File: src/rtl/fetch_unit.sv
// Instruction fetch front end: one outstanding I-cache request, a single-entry
// output buffer toward decode, and redirect handling that can drop an in-flight response.
module fetch_unit #(
  parameter logic [31:0] BOOT_VECTOR = 32'h8000_0000
) (
  input  logic        clk_i,
  input  logic        rstn_i,

  input  logic        branch_request_i,
  input  logic [31:0] branch_pc_i,

  output logic        icache_rd_o,
  output logic [31:0] icache_pc_o,
  input  logic        icache_accept_i,
  input  logic        icache_valid_i,
  input  logic [63:0] icache_inst_i,
  input  logic        icache_error_i,
  input  logic        icache_page_fault_i,

  input  logic [31:0] next_pc_f_i,
  input  logic [1:0]  next_taken_f_i,

  output logic        fetch_out_valid_o,
  input  logic        fetch_out_accept_i,
  output logic [63:0] fetch_out_instr_o,
  output logic [31:0] fetch_out_pc_o,
  output logic        fetch_out_fault_fetch_o,
  output logic        fetch_out_fault_page_o,
  output logic [1:0]  fetch_out_pred_branch_o
);

  typedef enum logic [1:0] {
    ST_IDLE  = 2'd0,
    ST_FETCH = 2'd1,
    ST_WAIT  = 2'd2,
    ST_DROP  = 2'd3
  } state_e;

  state_e      state_q, state_d;
  logic [31:0] pc_q, pc_d;
  logic [31:0] req_pc_q, req_pc_d;
  logic [1:0]  pred_q, pred_d;

  logic        out_valid_q, out_valid_d;
  logic [63:0] out_instr_q, out_instr_d;
  logic [31:0] out_pc_q, out_pc_d;
  logic        out_fault_fetch_q, out_fault_fetch_d;
  logic        out_fault_page_q, out_fault_page_d;
  logic [1:0]  out_pred_q, out_pred_d;

  logic        out_free;
  logic        fetch_fire;

  // The buffer may be refilled in the same cycle decode drains it.
  assign out_free    = ~out_valid_q | fetch_out_accept_i;
  assign icache_rd_o = (state_q == ST_FETCH) & ~branch_request_i & out_free;
  assign icache_pc_o = {pc_q[31:3], 3'b000};
  assign fetch_fire  = icache_rd_o & icache_accept_i;

  always_comb begin
    // NOTE: every variable gets its hold value first so no path can infer a latch.
    state_d           = state_q;
    pc_d              = pc_q;
    req_pc_d          = req_pc_q;
    pred_d            = pred_q;
    out_valid_d       = out_valid_q;
    out_instr_d       = out_instr_q;
    out_pc_d          = out_pc_q;
    out_fault_fetch_d = out_fault_fetch_q;
    out_fault_page_d  = out_fault_page_q;
    out_pred_d        = out_pred_q;

    if (out_valid_q && fetch_out_accept_i) begin
      out_valid_d = 1'b0;
    end

    if (branch_request_i) begin
      pc_d        = branch_pc_i;
      out_valid_d = 1'b0;
      // A response arriving with the redirect retires the outstanding request,
      // so only a still-pending request needs the DROP state.
      if ((state_q == ST_WAIT || state_q == ST_DROP) && !icache_valid_i) begin
        state_d = ST_DROP;
      end else begin
        state_d = ST_FETCH;
      end
    end else begin
      unique case (state_q)
        ST_IDLE: begin
          state_d = ST_FETCH;
        end
        ST_FETCH: begin
          if (fetch_fire) begin
            state_d  = ST_WAIT;
            pc_d     = next_pc_f_i;
            req_pc_d = pc_q;
            pred_d   = next_taken_f_i;
          end
        end
        ST_WAIT: begin
          if (icache_valid_i) begin
            state_d           = ST_FETCH;
            out_valid_d       = 1'b1;
            out_instr_d       = icache_inst_i;
            out_pc_d          = req_pc_q;
            out_fault_fetch_d = icache_error_i;
            out_fault_page_d  = icache_page_fault_i;
            out_pred_d        = pred_q;
          end
        end
        ST_DROP: begin
          if (icache_valid_i) begin
            state_d = ST_FETCH;
          end
        end
        default: begin
          state_d = ST_IDLE;
        end
      endcase
    end
  end

  // NOTE: sequential state uses non-blocking assignments so all registers update together.
  always_ff @(posedge clk_i or negedge rstn_i) begin
    if (!rstn_i) begin
      state_q           <= ST_IDLE;
      pc_q              <= BOOT_VECTOR;
      req_pc_q          <= '0;
      pred_q            <= '0;
      out_valid_q       <= 1'b0;
      out_instr_q       <= '0;
      out_pc_q          <= '0;
      out_fault_fetch_q <= 1'b0;
      out_fault_page_q  <= 1'b0;
      out_pred_q        <= '0;
    end else begin
      state_q           <= state_d;
      pc_q              <= pc_d;
      req_pc_q          <= req_pc_d;
      pred_q            <= pred_d;
      out_valid_q       <= out_valid_d;
      out_instr_q       <= out_instr_d;
      out_pc_q          <= out_pc_d;
      out_fault_fetch_q <= out_fault_fetch_d;
      out_fault_page_q  <= out_fault_page_d;
      out_pred_q        <= out_pred_d;
    end
  end

  assign fetch_out_valid_o       = out_valid_q;
  assign fetch_out_instr_o       = out_instr_q;
  assign fetch_out_pc_o          = out_pc_q;
  assign fetch_out_fault_fetch_o = out_fault_fetch_q;
  assign fetch_out_fault_page_o  = out_fault_page_q;
  assign fetch_out_pred_branch_o = out_pred_q;

endmodule

File: config.mk
export PLATFORM = sky130hd
export DESIGN_NAME = fetch_unit
export DESIGN_NICKNAME = d
export VERILOG_FILES = /design/src/rtl/fetch_unit.sv
export SDC_FILE = /design/constraint.sdc
export NUM_CORES = 1
export LEC_CHECK = 0
export BUFFER_PORTS_ARGS = -buffer_cell sky130_fd_sc_hd__buf_4
export CAP_MARGIN = 15
export CORE_ASPECT_RATIO = 1.75
export CORE_UTILIZATION = 44
export CTS_CLUSTER_DIAMETER = 30
export DETAILED_ROUTE_END_ITERATION = 6
export PLACE_DENSITY_LB_ADDON = 0.15
export SLEW_MARGIN = 10
export SYNTH_ARGS = -nofsm -noshare
export SYNTH_HDL_FRONTEND = slang
export SYNTH_SLANG_ARGS = --single-unit
export TNS_END_PERCENT = 50
File: constraint.sdc
create_clock -name clk_i -period 2.1 [get_ports clk_i]
set_clock_uncertainty 0.2 [all_clocks]
set_input_delay 0.105 -clock clk_i [delete_from_list [all_inputs] [get_ports clk_i]]
set_output_delay 0.105 -clock clk_i [all_outputs]
set_load 0.1 [all_outputs]
# [Yosys cells after proc, flatten, opt, wreduce, memory -nomap -nowiden]
# Index checks and enable logic that the tools add are counted.
[op_classes] div_mod_pow=0 order_cmp=0 n_mux=12 eq_ne=5 n_reduce_logical=12 bitwise=6 add_sub_neg=0 multipliers=0 shifts=0
[ops] operator="32-bit 2-to-1 mux" count=3
[ops] operator="2-bit 2-to-1 mux" count=4
[ops] operator="2-bit case mux with 3 select lines" count=1
[ops] operator="3-bit AND reduction" count=2
[ops] operator="2-bit equality test, second input constant" count=2
[ops] operator="1-bit 2-to-1 mux" count=4
[ops] operator="2-bit AND reduction" count=2
[ops] operator="2-bit nonzero test" count=2
[ops] operator="1-bit AND" count=3
[ops] operator="3-bit by 1-bit inequality test with 1-bit output, second input constant" count=1
[ops] operator="3-bit inequality test, second input constant" count=1
[ops] operator="2-bit by 1-bit equality test with 1-bit output, second input constant" count=1
[ops] operator="1-bit logical AND" count=2
[ops] operator="2-bit zero test" count=1
[ops] operator="1-bit NOT" count=2
[ops] operator="2-bit OR reduction" count=1
[ops] operator="1-bit zero test" count=1
[ops] operator="1-bit logical OR" count=1
[ops] operator="1-bit bitwise OR" count=1
[totals] out_inout_bits=134 mem_bits_rw=0 latchBits=0 reg_bits=169 mem_count=0 mem_bits_ro=0

# [Depth between registers and ports, before layout]
# Gate-level depths: netlist of run 1.
[depth] depth_word=7 mapped_depth=5

# [Least setup slack after synthesis of run 1]
# Ideal clock, no wire load.
[synth_timing] path_type="reg-to-output" startpoint="register out_valid_q, in the netlist fetch_out_valid_o" endpoint="output port icache_rd_o" arrival_ns=3.515 slack_ns=-1.720 n_path_buf=2 stages_incl_launch_ff=5 path_cell_list="dfrtp_1 nor2b_1 clkbuf_1 clkbuf_1 nor3_1"
[synth_via] elab_chain_cells=3
[synth_rtl] item="from (decl)" line_no="44" rtl="logic out_valid_q, out_valid_d;"
[synth_rtl] item="from (signal assigned)" line_no="141" rtl="out_valid_q <= out_valid_d;"
[synth_rtl] item="1-bit NOT" line_no="55" rtl="assign out_free = ~out_valid_q | fetch_out_accept_i;"
[synth_rtl] item="1-bit bitwise OR" line_no="55"
[synth_rtl] item="1-bit AND" line_no="56" rtl="assign icache_rd_o = (state_q == ST_FETCH) & ~branch_request_i & out_free;"
[synth_rtl] item="to (decl)" line_no="12" rtl="output logic icache_rd_o,"
# Every way passes these cells.

# [Worst setup path in the final report of run 1]
[layout_timing] startpoint="register state_q[1]" endpoint="output port icache_rd_o"
[layout_via] elab_chain_cells=3
[layout_rtl] item="from (decl)" line_no="39" rtl="state_e state_q, state_d;"
[layout_rtl] item="from (signal assigned)" line_no="137" rtl="state_q <= state_d;"
[layout_rtl] item="2-bit by 1-bit equality test with 1-bit output" line_no="56"
[layout_rtl] item="1-bit AND (2 in series)" line_no="56"
# Every way passes these cells.

==> results.md, run 1 <==
* Vias per inst at 5.279
* Port buffer count at 268
* Cell area after synthesis at 7159 um2
* 1st-iter DRT viols at 172
* Area of the multi-input gates at 2569 um2
* Avg WL per Cell at 18.21 um
* Hold Path Class: input pin to asynchronous set/reset pin
* Slew Limit Fails at 0
* Reg area at 4235 um2
* Placed insts at 929
* Family with the most delay on the worst path: flip-flops
* CP max-delay cell: dfrtp_2
* Bufs on Longest Clock Path at 2
* YS warnings at 0
* Endpoints failing setup at 0
* Synth area leaders: dfrtp_1 (59%), mux2_2 (17%), mux2_1 (4.6%)
* Status: complete, but fails checks
* Post-DP HPWL at 12,610 um
* Initial core utilization at 0.4510
* Seq cells post-synth at 169
* Finished Layout Cells at 1,098
* Crit path kind: register to primary output
* Detail Route Antenna Nets at 0
* Syn_area_per_cell at 13.66 um2
* Total CTS buffers at 17
* Post-synth cell types at 22
* Slew of the pin with the lowest slew margin at 0.5904 ns
* Overall routed net length at 20,000 um
* Violated checks: DRC, hold timing
* CP Capture Type: primary output
* CTS root buf: clkbuf_16
* CP arrival at 1.73 ns
* Max_slew headroom at 0.6064
* Fillers at 1,097
* Fin util at 0.7126
* Routability Congestion at 0.7689
* Max IR drop VDD at 0.9073 mV
* Worst Path Max Fanout at 34
* Io pins at 272
* Minimum period implied by the final worst setup slack at 2.038 ns
* WP data required at 1.79 ns
* Crit. Startpoint: state_q[1]
* P&R area growth vs syn at 58.02%
* Vias at 5,796
* CP max stage delay at 0.45 ns
* Period utilization at 0.9705
* Gr ovfl total at 0
* Buffers & Inverters on Critical Path at 2
* Share of cells above drive strength 1 at 0.4895
* GRT Util Overall at 0.2453
* Worst path cell trace: nand2b_2 > buf_8 > nor3_4 > buf_12
* CTS Sinks at 169
* TritonRoute pass-1 iters at 7
* Leak pwr at 5.366 nW
* Register area share after synthesis at 0.5909
* Initial antenna violation count at 0
* FF-to-FF Start: fetch_out_valid_o
* RSZ-0062 raised after global routing: no
* Final hold slack at -0.01086 ns
* Fin Setup TNS at 0 ns
* Die area at 16,810 um2
* Pwr/cell area at 1389 nW/um2
* # diodes at 0
* Max cap viols at 0
* Largest area contributor in the synthesized netlist: dfrtp_1
* Vias in the first global route at 6,221
* Die W at 98.43 um
* Largest net degree at the start of global routing at 62
* CTS tree: done
* Clk_lat worst skew at 0.42 ns
* Global-route wire length before repair at 31,710 um
* Die Y at 170.7 um
* Yosys top cell area share at 0.5872
* H-tree Lvls at 4
* # rows at 61
* Core Region at 15,880 um2
* CP startpoint kind: register
* Hold Fails Final Rpt at 19
* Clock transition at path regs at 0.07 ns
* Nets@finish at 1,035
* DR DRC count at 21
* Synth Instances at 524
* Maximum clock frequency at 0.4907 GHz
per-layer routing:
| layer | global-route usage | part of all wire | vias up |
|---|---|---|---|
| met1 | 0.2715 | 0.37 | 2881 |
| met2 | 0.4409 | 0.53 | 241 |
| met5 | 0 | 0 | - |
| met4 | 0.1356 | 0.040 | 0 |
| li1 | - | - | 2616 |
| met3 | 0.04657 | 0.057 | 58 |
layout make-up:
type	count	share of cell area
repair buffers	428	0.3233
clock inverters	12	0.01460
well taps	189	0.02090
inverters	2	0.0006636
clock buffers	19	0.03915
flip-flops and latches	169	0.3744
multi-input cells	279	0.2271
synthesized netlist by cell type, drive strengths merged:
master / number
mux2: 134
nor2b: 35
nand2: 1
nor4: 1
dfrtp: 168
a21o: 1
o21ai: 1
o31ai: 32
nand2b: 2
conb: 1
o21bai: 1
dfstp: 1
nor3: 3
inv: 2
a41oi: 32
a21oi: 33
clkbuf: 30
buf: 46
power breakdown:
part / internal (W) / leakage (nW) / total, W / switching, W
Sequential: 0.00415 / 2.10 / 0.00467 / 0.000517
Combinational: 0.00193 / 2.97 / 0.00781 / 0.00588
Clock: 0.00192 / 0.292 / 0.00323 / 0.00132
Total: 0.00800 / 5.37 / 0.0157 / 0.00771
flip-flops by register name (all words and copies together) (netlist names), 2 cells and up:
register and cells:
fetch_out_pc_o 32, fetch_out_pred_branch_o 2, req_pc_q 32, fetch_out_instr_o 64, pred_q 2, pc_q 32, state_q 2
worst reg2reg max path, stage by stage (launching register included):
cell and delay, ns:
dfrtp_4 0.48, nor2b_4 0.14, nor4_4 0.30, buf_4 0.28, mux2_1 0.35
placed cells by master, fill, tap and decap left out, drive strengths merged:
master,instances
clkbuf,19
conb,3
nor4,1
nand2b,2
o31ai,32
mux2,134
a41oi,32
inv,6
nand2,1
buf,290
clkinvlp,2
a21oi,33
dfrtp,168
dfstp,1
nor3,3
nor2b,35
clkinv,3
dlygate4sd3,138
bufinv,3
o21bai,1
o21ai,1
a21o,1
kinds of logic after synthesis:
family | Yosys count | synth area share
muxes | 134 | 0.2108
AOI/OAI and AO/OA | 100 | 0.09857
and+or+nand+nor | 42 | 0.03792
buffers and inverters | 78 | 0.06134
DFF | 169 | 0.5909
other | 1 | 0.0005238
final timing paths:
path | cells past startpoint | slack (ns) | to
max | 4 | 0.06 | icache_rd_o
max in group asynchronous | 3 | 1.02 | pc_q[31]
min in group clk_i | 5 | 0.10 | state_q[1]
max reg2reg | 4 | 0.23 | req_pc_q[23]
min reg2reg | 1 | 0.28 | req_pc_q[27]
min | 2 | -0.01 | fetch_out_instr_o[18]
what timing repair did:
action / 4_1_cts / 5_1_grt
setup endpoints to repair: 1 / 1
hold buffers: 138 / 0
gates resized for setup: 2 / 5
buffers inserted: 0 / 0
endpoints found under the hold margin: 270 / 0
metrics by stage:
step | total power, W | hold slack (ns) | worst slack (ns) | cell area (um2)
after floorplan | 0.01061 | -0.3906 | -0.1480 | 7228
after global placement | 0.01219 | -0.1397 | 0.2639 | 9303
after detailed placement | 0.01231 | -0.1279 | 0.2129 | 9303
after CTS | 0.01579 | 0.003932 | 0.007964 | 11300
after global routing | 0.01625 | 0.02752 | 0.002316 | 11310
final | 0.01571 | -0.01086 | 0.06199 | 11310
No activity file was read; power rests on OpenSTA's default activity.
==> inputs of run 2 (changes only) <==
--- a/config.mk
+++ b/config.mk
@@ -5,10 +5,11 @@
 export SDC_FILE = /design/constraint.sdc
 export NUM_CORES = 1
 export LEC_CHECK = 0
+export ABC_AREA = 1
 export BUFFER_PORTS_ARGS = -buffer_cell sky130_fd_sc_hd__buf_4
 export CAP_MARGIN = 15
 export CORE_ASPECT_RATIO = 1.75
-export CORE_UTILIZATION = 44
+export CORE_UTILIZATION = 54
 export CTS_CLUSTER_DIAMETER = 30
 export DETAILED_ROUTE_END_ITERATION = 6
 export PLACE_DENSITY_LB_ADDON = 0.15
==> constraint.sdc (replaced) <==
create_clock -name clk_i -period 2.4 [get_ports clk_i]
set_clock_uncertainty 0.2 [all_clocks]
set_input_delay 0.12 -clock clk_i [delete_from_list [all_inputs] [get_ports clk_i]]
set_output_delay 0.12 -clock clk_i [all_outputs]
set_load 0.1 [all_outputs]
==> run 2 against run 1 <==
Critical path type is now input pin to register. Global-route usage is 4.9 points higher. Clock power down 13%. Hold slack improved by 0.037 ns. Final area hardly changed. Routed wire length increased by 4.2%. The flow now finishes without violations. First-iteration DRC count increased by 85%. Sequential cell count unchanged.
==> results.md, run 2 <==
* Status: complete, no violations
* Maximum clock frequency at 0.4504 GHz
* Die Y at 157.5 um (-7.8%)
* RSZ-0062 raised after global routing: no
* Max cap viols at 0 (unchanged)
* Detail Route Antenna Nets at 0 (unchanged)
* Pwr/cell area at 1092 nW/um2 (-21%)
* Number of synthesized flops with an enable pin at 0 (unchanged)
* Largest area contributor in the synthesized netlist: dfrtp_1
* CTS Sinks at 169 (unchanged)
* Worst path most repeated cell: nand2_1
* CP Capture Type: register
* Port buffer count at 268 (unchanged)
* Most frequent cells in the layout: nand2_1 (298), buf_4 (274), dfrtp_1 (168), inv_1 (136), dlygate4sd3_1 (136)
* Leak pwr at 6.194 nW (+15%)
* 1st-iter DRT viols at 319 (+85%)
* Avg WL per Cell at 14.83 um (-19%)
* Synth area leaders: dfrtp_1 (56%), nand2_1 (15%), inv_1 (6.9%)
* # diodes at 0 (unchanged)
* Max IR drop VDD at 0.5335 mV (-41%)
* Core Region at 13,450 um2 (-15%)
* DR DRC count at 0 (-100%)
* Clock transition at path regs at 0.07 ns (about the same)
* Period utilization at 0.9251
* Post-synth top cells: nand2_1 (298), dfrtp_1 (168), inv_1 (137)
* Vias at 6,804 (+17%)
* Synth Instances at 860 (+64%)
* CTS tree: done
* GRT Util Overall at 0.2943 (+0.04897)
* Bufs on Longest Clock Path at 2 (unchanged)
* Postcts setup bufs at 0 (unchanged)
* Worst path cell trace: dlygate4sd3_1 > buf_4 > inv_4 > buf_8 > nand2_1 > nand2_1 > dlygate4sd3_1 > nand2_1 > nand2_1
* Hold Fails Final Rpt at 0 (-19)
* Vias per inst at 4.843 (-8.3%)
* CP startpoint kind: input pin
* Fin Setup TNS at 0 ns (unchanged)
* Placed insts at 1,237 (+33%)
* Nets@finish at 1,356 (+31%)
* Endpoints failing setup at 0 (unchanged)
* Global-route wire length before repair at 32,800 um (+3.4%)
* Finished Layout Cells at 1,405 (+28%)
* Initial antenna violation count at 0 (unchanged)
* Die W at 90.83 um (-7.7%)
* Vias in the first global route at 6,754 (+8.6%)
* Area of the multi-input gates at 2202 um2 (-14%)
* Die area at 14,300 um2 (-15%)
* CTS root buf: clkbuf_16
* Total CTS buffers at 17 (unchanged)
* CP max-delay cell: dlygate4sd3_1
* CP arrival at 2.37 ns (+0.64 ns)
* Syn_area_per_cell at 8.671 um2 (-37%)
* WP data required at 2.55 ns (+0.76 ns)
* # rows at 56 (-8.2%)
* Max reg flops at 64 (unchanged)
* Io pins at 272 (unchanged)
* Fillers at 749 (-32%)
* Clk_lat worst skew at 0.42 ns (about the same)
* Seq cells post-synth at 169 (unchanged)
* Yosys top cell area share at 0.5638 (-0.02345)
* Reg area at 4230 um2 (-0.12%)
* Crit path kind: input pin to register
* Post-synth cell types at 18 (-18%)
* Cell area after synthesis at 7457 um2 (+4.2%)
* Share of cells above drive strength 1 at 0.2916 (-0.1979)
* Worst Path Max Fanout at 50 (+47%)
* Slew Limit Fails at 0 (unchanged)
* Max_slew headroom at 0.6344 (+0.02804)
* Post-synth top flop: dfrtp_1
* Largest net degree at the start of global routing at 82 (+32%)
* Hold Path Class: input pin to asynchronous set/reset pin
* CP max stage delay at 0.58 ns (+0.13 ns)
* H-tree Lvls at 4 (unchanged)
* Gr ovfl total at 0 (unchanged)
* YS warnings at 0 (unchanged)
* Routability Congestion at 0.7735 (+0.60%)
* Slew of the pin with the lowest slew margin at 0.5483 ns (-0.04206 ns)
* Register area share after synthesis at 0.5673 (-0.02360)
* P&R area growth vs syn at 51.73%
* Most common cell in the netlist: nand2_1
* Initial core utilization at 0.5543 (+0.1033)
* TritonRoute pass-1 iters at 5 (-2)
* Post-DP HPWL at 11,520 um (-8.6%)
* Most common cell after layout, fill and taps aside: nand2_1
* Async SR Flop Fraction at 1.000 (unchanged)
* Minimum period implied by the final worst setup slack at 2.220 ns
* Overall routed net length at 20,830 um (+4.2%)
==> run 2: per-stage QoR <==
stage	setup WS (ns)	util	area [um2]	total power (W)	hold slack, ns
after floorplan	0.3043	-	7465	0.008117	-0.3756
after global placement	0.7637	0.6928	9320	0.009228	-0.08459
after global routing	0.08658	0.8411	11310	0.01282	0.06605
after detailed placement	0.7036	0.6928	9320	0.009304	-0.08194
after CTS	0.08492	0.8403	11300	0.01235	0.03784
final	0.1798	0.8411	11310	0.01235	0.02659
==> run 2: logic make-up (layout without fill, tap and decap cells) <==
logic type,after synthesis,in the layout,synth area share
buffers and inverters,216,585,0.1413
AND/OR/NAND/NOR,337,337,0.1779
other,1,3,0.0005029
flip-flops,169,169,0.5673
AO/OA/AOI/OAI,137,137,0.1131
==> run 2: layout make-up <==
cell class / instances / share of cell area
inverters: 137 / 0.04567
clock inverters: 12 / 0.01382
multi-input cells: 477 / 0.1946
repair buffers: 416 / 0.3115
well taps: 174 / 0.01924
clock buffers: 20 / 0.04125
flip-flops and latches: 169 / 0.3739
==> run 2: power by group <==
group          internal [W]  total, W  switching (W)
logic               0.00128   0.00568        0.00440
clock network       0.00166   0.00282        0.00116
registers           0.00347   0.00386       0.000383
==> run 2: timing repair <==
item | CTS | global route
gates resized for setup | 0 | 5
hold endpoints to repair | 219 | 0
setup endpoints to repair | 0 | 25
hold buffers | 136 | 0
==> run 2: layer usage <==
| metal | vias to the layer above | GRT usage | share of wire |
|---|---|---|---|
| met5 | - | 0 | 0 |
| met4 | 0 | 0.1512 | 0.040 |
| met3 | 58 | 0.05459 | 0.057 |
| met2 | 310 | 0.5209 | 0.52 |
| met1 | 3148 | 0.3394 | 0.38 |
| li1 | 3288 | - | - |
==> run 2: worst max-delay path, delay by kind of cell <==
family        cells  cell delay, ns
buf+inv           5            1.87
simple gates      4            0.36
==> run 2: path summary, 6_finish.rpt <==
| kind | start | slack [ns] | cells past startpoint | endpoint |
|---|---|---|---|---|
| worst max-delay path | branch_request_i | 0.18 | 9 | pc_q[9] |
| max in group asynchronous | rstn_i | 1.19 | 3 | pc_q[5] |
| worst min register to register | pred_q[1] | 0.28 | 2 | pred_q[1] |
| min in group clk_i | icache_accept_i | 0.13 | 6 | pc_q[31] |
| worst min-delay path | rstn_i | 0.03 | 2 | fetch_out_instr_o[0] |
| worst max register to register | state_q[0] | 0.70 | 5 | fetch_out_instr_o[53] |
==> inputs of run 3 (changes only) <==
--- a/config.mk
+++ b/config.mk
@@ -10,6 +10,7 @@
 export CAP_MARGIN = 15
 export CORE_ASPECT_RATIO = 1.75
 export CORE_UTILIZATION = 54
+export CTS_BUF_LIST = sky130_fd_sc_hd__clkbuf_16
 export CTS_CLUSTER_DIAMETER = 30
 export DETAILED_ROUTE_END_ITERATION = 6
 export PLACE_DENSITY_LB_ADDON = 0.15
==> run 3 against run 2 <==
First-iteration DRC count rose by 9.7%. Worst setup slack got worse by 0.11 ns. Global-route usage fell by 0.58 points. Routed wire length fell by 2.1%. Final area fell by 0.29%. Utilization fell by 0.24 points. Sequential power barely moved. Clock power fell by 3%. Cell count did not move. Sequential cell count did not move.
==> results.md, run 3 (same netlist as run 2, synthesis figures left out) <==
* Status: complete, no violations
* CP max stage delay at 0.59 ns (about the same)
* Routability Congestion at 0.7735 (unchanged)
* Slew of the pin with the lowest slew margin at 0.5534 ns (+0.005103 ns)
* Post-DP HPWL at 11,520 um (unchanged)
* Max_slew headroom at 0.6310 (-0.003401)
* Max cap viols at 0 (unchanged)
* 1st-iter DRT viols at 350 (+9.7%)
* Postcts setup bufs at 0 (unchanged)
* Worst path cell trace: dlygate4sd3_1 > buf_4 > inv_2 > buf_8 > nand2_1 > nand2_1 > dlygate4sd3_1 > nand2_1 > nand2_1
* P&R area growth vs syn at 51.29%
* GRT Util Overall at 0.2885 (-0.005809)
* Most common cell after layout, fill and taps aside: nand2_1
* CP arrival at 2.47 ns (+0.10 ns)
* Pwr/cell area at 1086 nW/um2 (-0.54%)
* Max reg flops at 64 (unchanged)
* H-tree Lvls at 4 (unchanged)
* Die W at 90.83 um (unchanged)
* Avg WL per Cell at 14.52 um (-2.1%)
* TritonRoute pass-1 iters at 5 (unchanged)
* WP data required at 2.54 ns (about the same)
* Buffers & Inverters on Critical Path at 5 (unchanged)
* Global-route wire length before repair at 32,130 um (-2.0%)
* CP startpoint kind: input pin
* Die area at 14,300 um2 (unchanged)
* Minimum period implied by the final worst setup slack at 2.326 ns (+0.1061 ns)
* Hold Path Class: input pin to asynchronous set/reset pin
* DR DRC count at 0 (unchanged)
* Share of cells above drive strength 1 at 0.2892 (-0.002437)
* Fin Setup TNS at 0 ns (unchanged)
* CTS Sinks at 169 (unchanged)
* Nets@finish at 1,356 (unchanged)
* Crit path kind: input pin to register
* CTS root buf: clkbuf_16
* Overall routed net length at 20,390 um (-2.1%)
* CTS tree: done
* Reg2Reg Setup Slack at 0.72 ns (+0.02 ns)
* Fillers at 745 (-0.53%)
* Most frequent cells in the layout: nand2_1 (298), buf_4 (274), dfrtp_1 (168), inv_1 (136), dlygate4sd3_1 (136)
* Bufs on Longest Clock Path at 2 (unchanged)
* Fin util at 0.8386 (-0.002418)
* Largest net degree at the start of global routing at 82 (unchanged)
* Total CTS buffers at 17 (unchanged)
* Hold Fails Final Rpt at 0 (unchanged)
* Die Y at 157.5 um (unchanged)
* RR Endpoint: fetch_out_instr_o[11]
* FF-to-FF Start: state_q[1]
* Worst path most repeated cell: nand2_1
* Port buffer count at 268 (unchanged)
* Family with the most delay on the worst path: buffers and inverters
* Worst r2r path cells at 6 (+1)
* Io pins at 272 (unchanged)
* Clk_lat worst skew at 0.41 ns (about the same)
* Gr ovfl total at 0 (unchanged)
* Period utilization at 0.9693 (+0.04419)
* CP Capture Type: register
* Slew Limit Fails at 0 (unchanged)
* Core Region at 13,450 um2 (unchanged)
* Clock transition at path regs at 0.07 ns (about the same)
* Vias in the first global route at 6,671 (-1.2%)
* Vias per inst at 4.821 (-0.44%)
* Detail Route Antenna Nets at 0 (unchanged)
* # diodes at 0 (unchanged)
* CP max-delay cell: dlygate4sd3_1
* Initial antenna violation count at 0 (unchanged)
* Leak pwr at 6.177 nW (-0.28%)
* Initial core utilization at 0.5543 (unchanged)
* RSZ-0062 raised after global routing: no
* Max IR drop VDD at 0.5305 mV (-0.55%)
* Endpoints failing setup at 0 (unchanged)
* # rows at 56 (unchanged)
* Worst Path Max Fanout at 50 (unchanged)
* Maximum clock frequency at 0.4299 GHz (-4.6%)
* Vias at 6,774 (-0.44%)
-- run 3: cell count changes in the layout (fill, tap and decap cells not counted) --
cell      before  now
clkinv_1       0    3
clkbuf_8       3    0
inv_2          0    1
inv_4          1    0
-- run 3: per-layer routing --
| layer | routed length (um) | GRT usage |
|---|---|---|
| met2 | 10630 | 0.5130 |
| met3 | 1193 | 0.05169 |
| met1 | 7739 | 0.3321 |
| met4 | 835 | 0.1474 |
| met5 | 0 | 0 |
-- run 3: final cells by class --
cell class,count,area (um2),area share
clock buffers,17,425.4,0.03771
flip-flops and latches,169,4230,0.3750
repair buffers,416,3525,0.3124
multi-input cells,477,2202,0.1952
well taps,174,217.7,0.01930
clock inverters,15,167.7,0.01486
inverters,137,514.2,0.04558
-- run 3: repair_timing --
| action | in CTS | in global routing |
|---|---|---|
| endpoints found under the hold margin | 219 | 0 |
| gates resized for setup | 0 | 3 |
| hold buffers | 136 | 0 |
| setup endpoints to repair | 0 | 25 |
-- run 3: where the power goes --
part           internal [W]  leakage [nW]  total [W]  switching, W
Clock               0.00156         0.288    0.00273       0.00117
Combinational       0.00128          3.68    0.00567       0.00439
Sequential          0.00347          2.21    0.00385      0.000380
-- run 3: metrics by stage --
stage | hold slack, ns | std cells | area, um2 | power (W) | setup WS [ns]
2_1_floorplan | -0.3756 | 862 | 7465 | 0.008117 | 0.3043
3_3_place_gp | -0.08459 | 1237 | 9320 | 0.009228 | 0.7637
3_5_place_dp | -0.08194 | 1237 | 9320 | 0.009304 | 0.7036
4_1_cts | 0.04548 | 1405 | 11270 | 0.01224 | 0.07816
5_1_grt | 0.06119 | 1405 | 11280 | 0.01272 | 0.004148
6_report | 0.03251 | 1405 | 11280 | 0.01225 | 0.07371
-- run 3: worst max path at each step --
stage                           start     endpoint  slack [ns]  depth (start not counted)
finish               branch_request_i     pc_q[12]        0.07                          9
global route         branch_request_i     pc_q[12]       0.004                          9
CTS                  branch_request_i     pc_q[12]        0.08                          9
detailed placement   branch_request_i   state_q[1]        0.70                          6
global placement     branch_request_i   state_q[1]        0.76                          6
floorplan           fetch_out_valid_o  icache_rd_o        0.30                          2
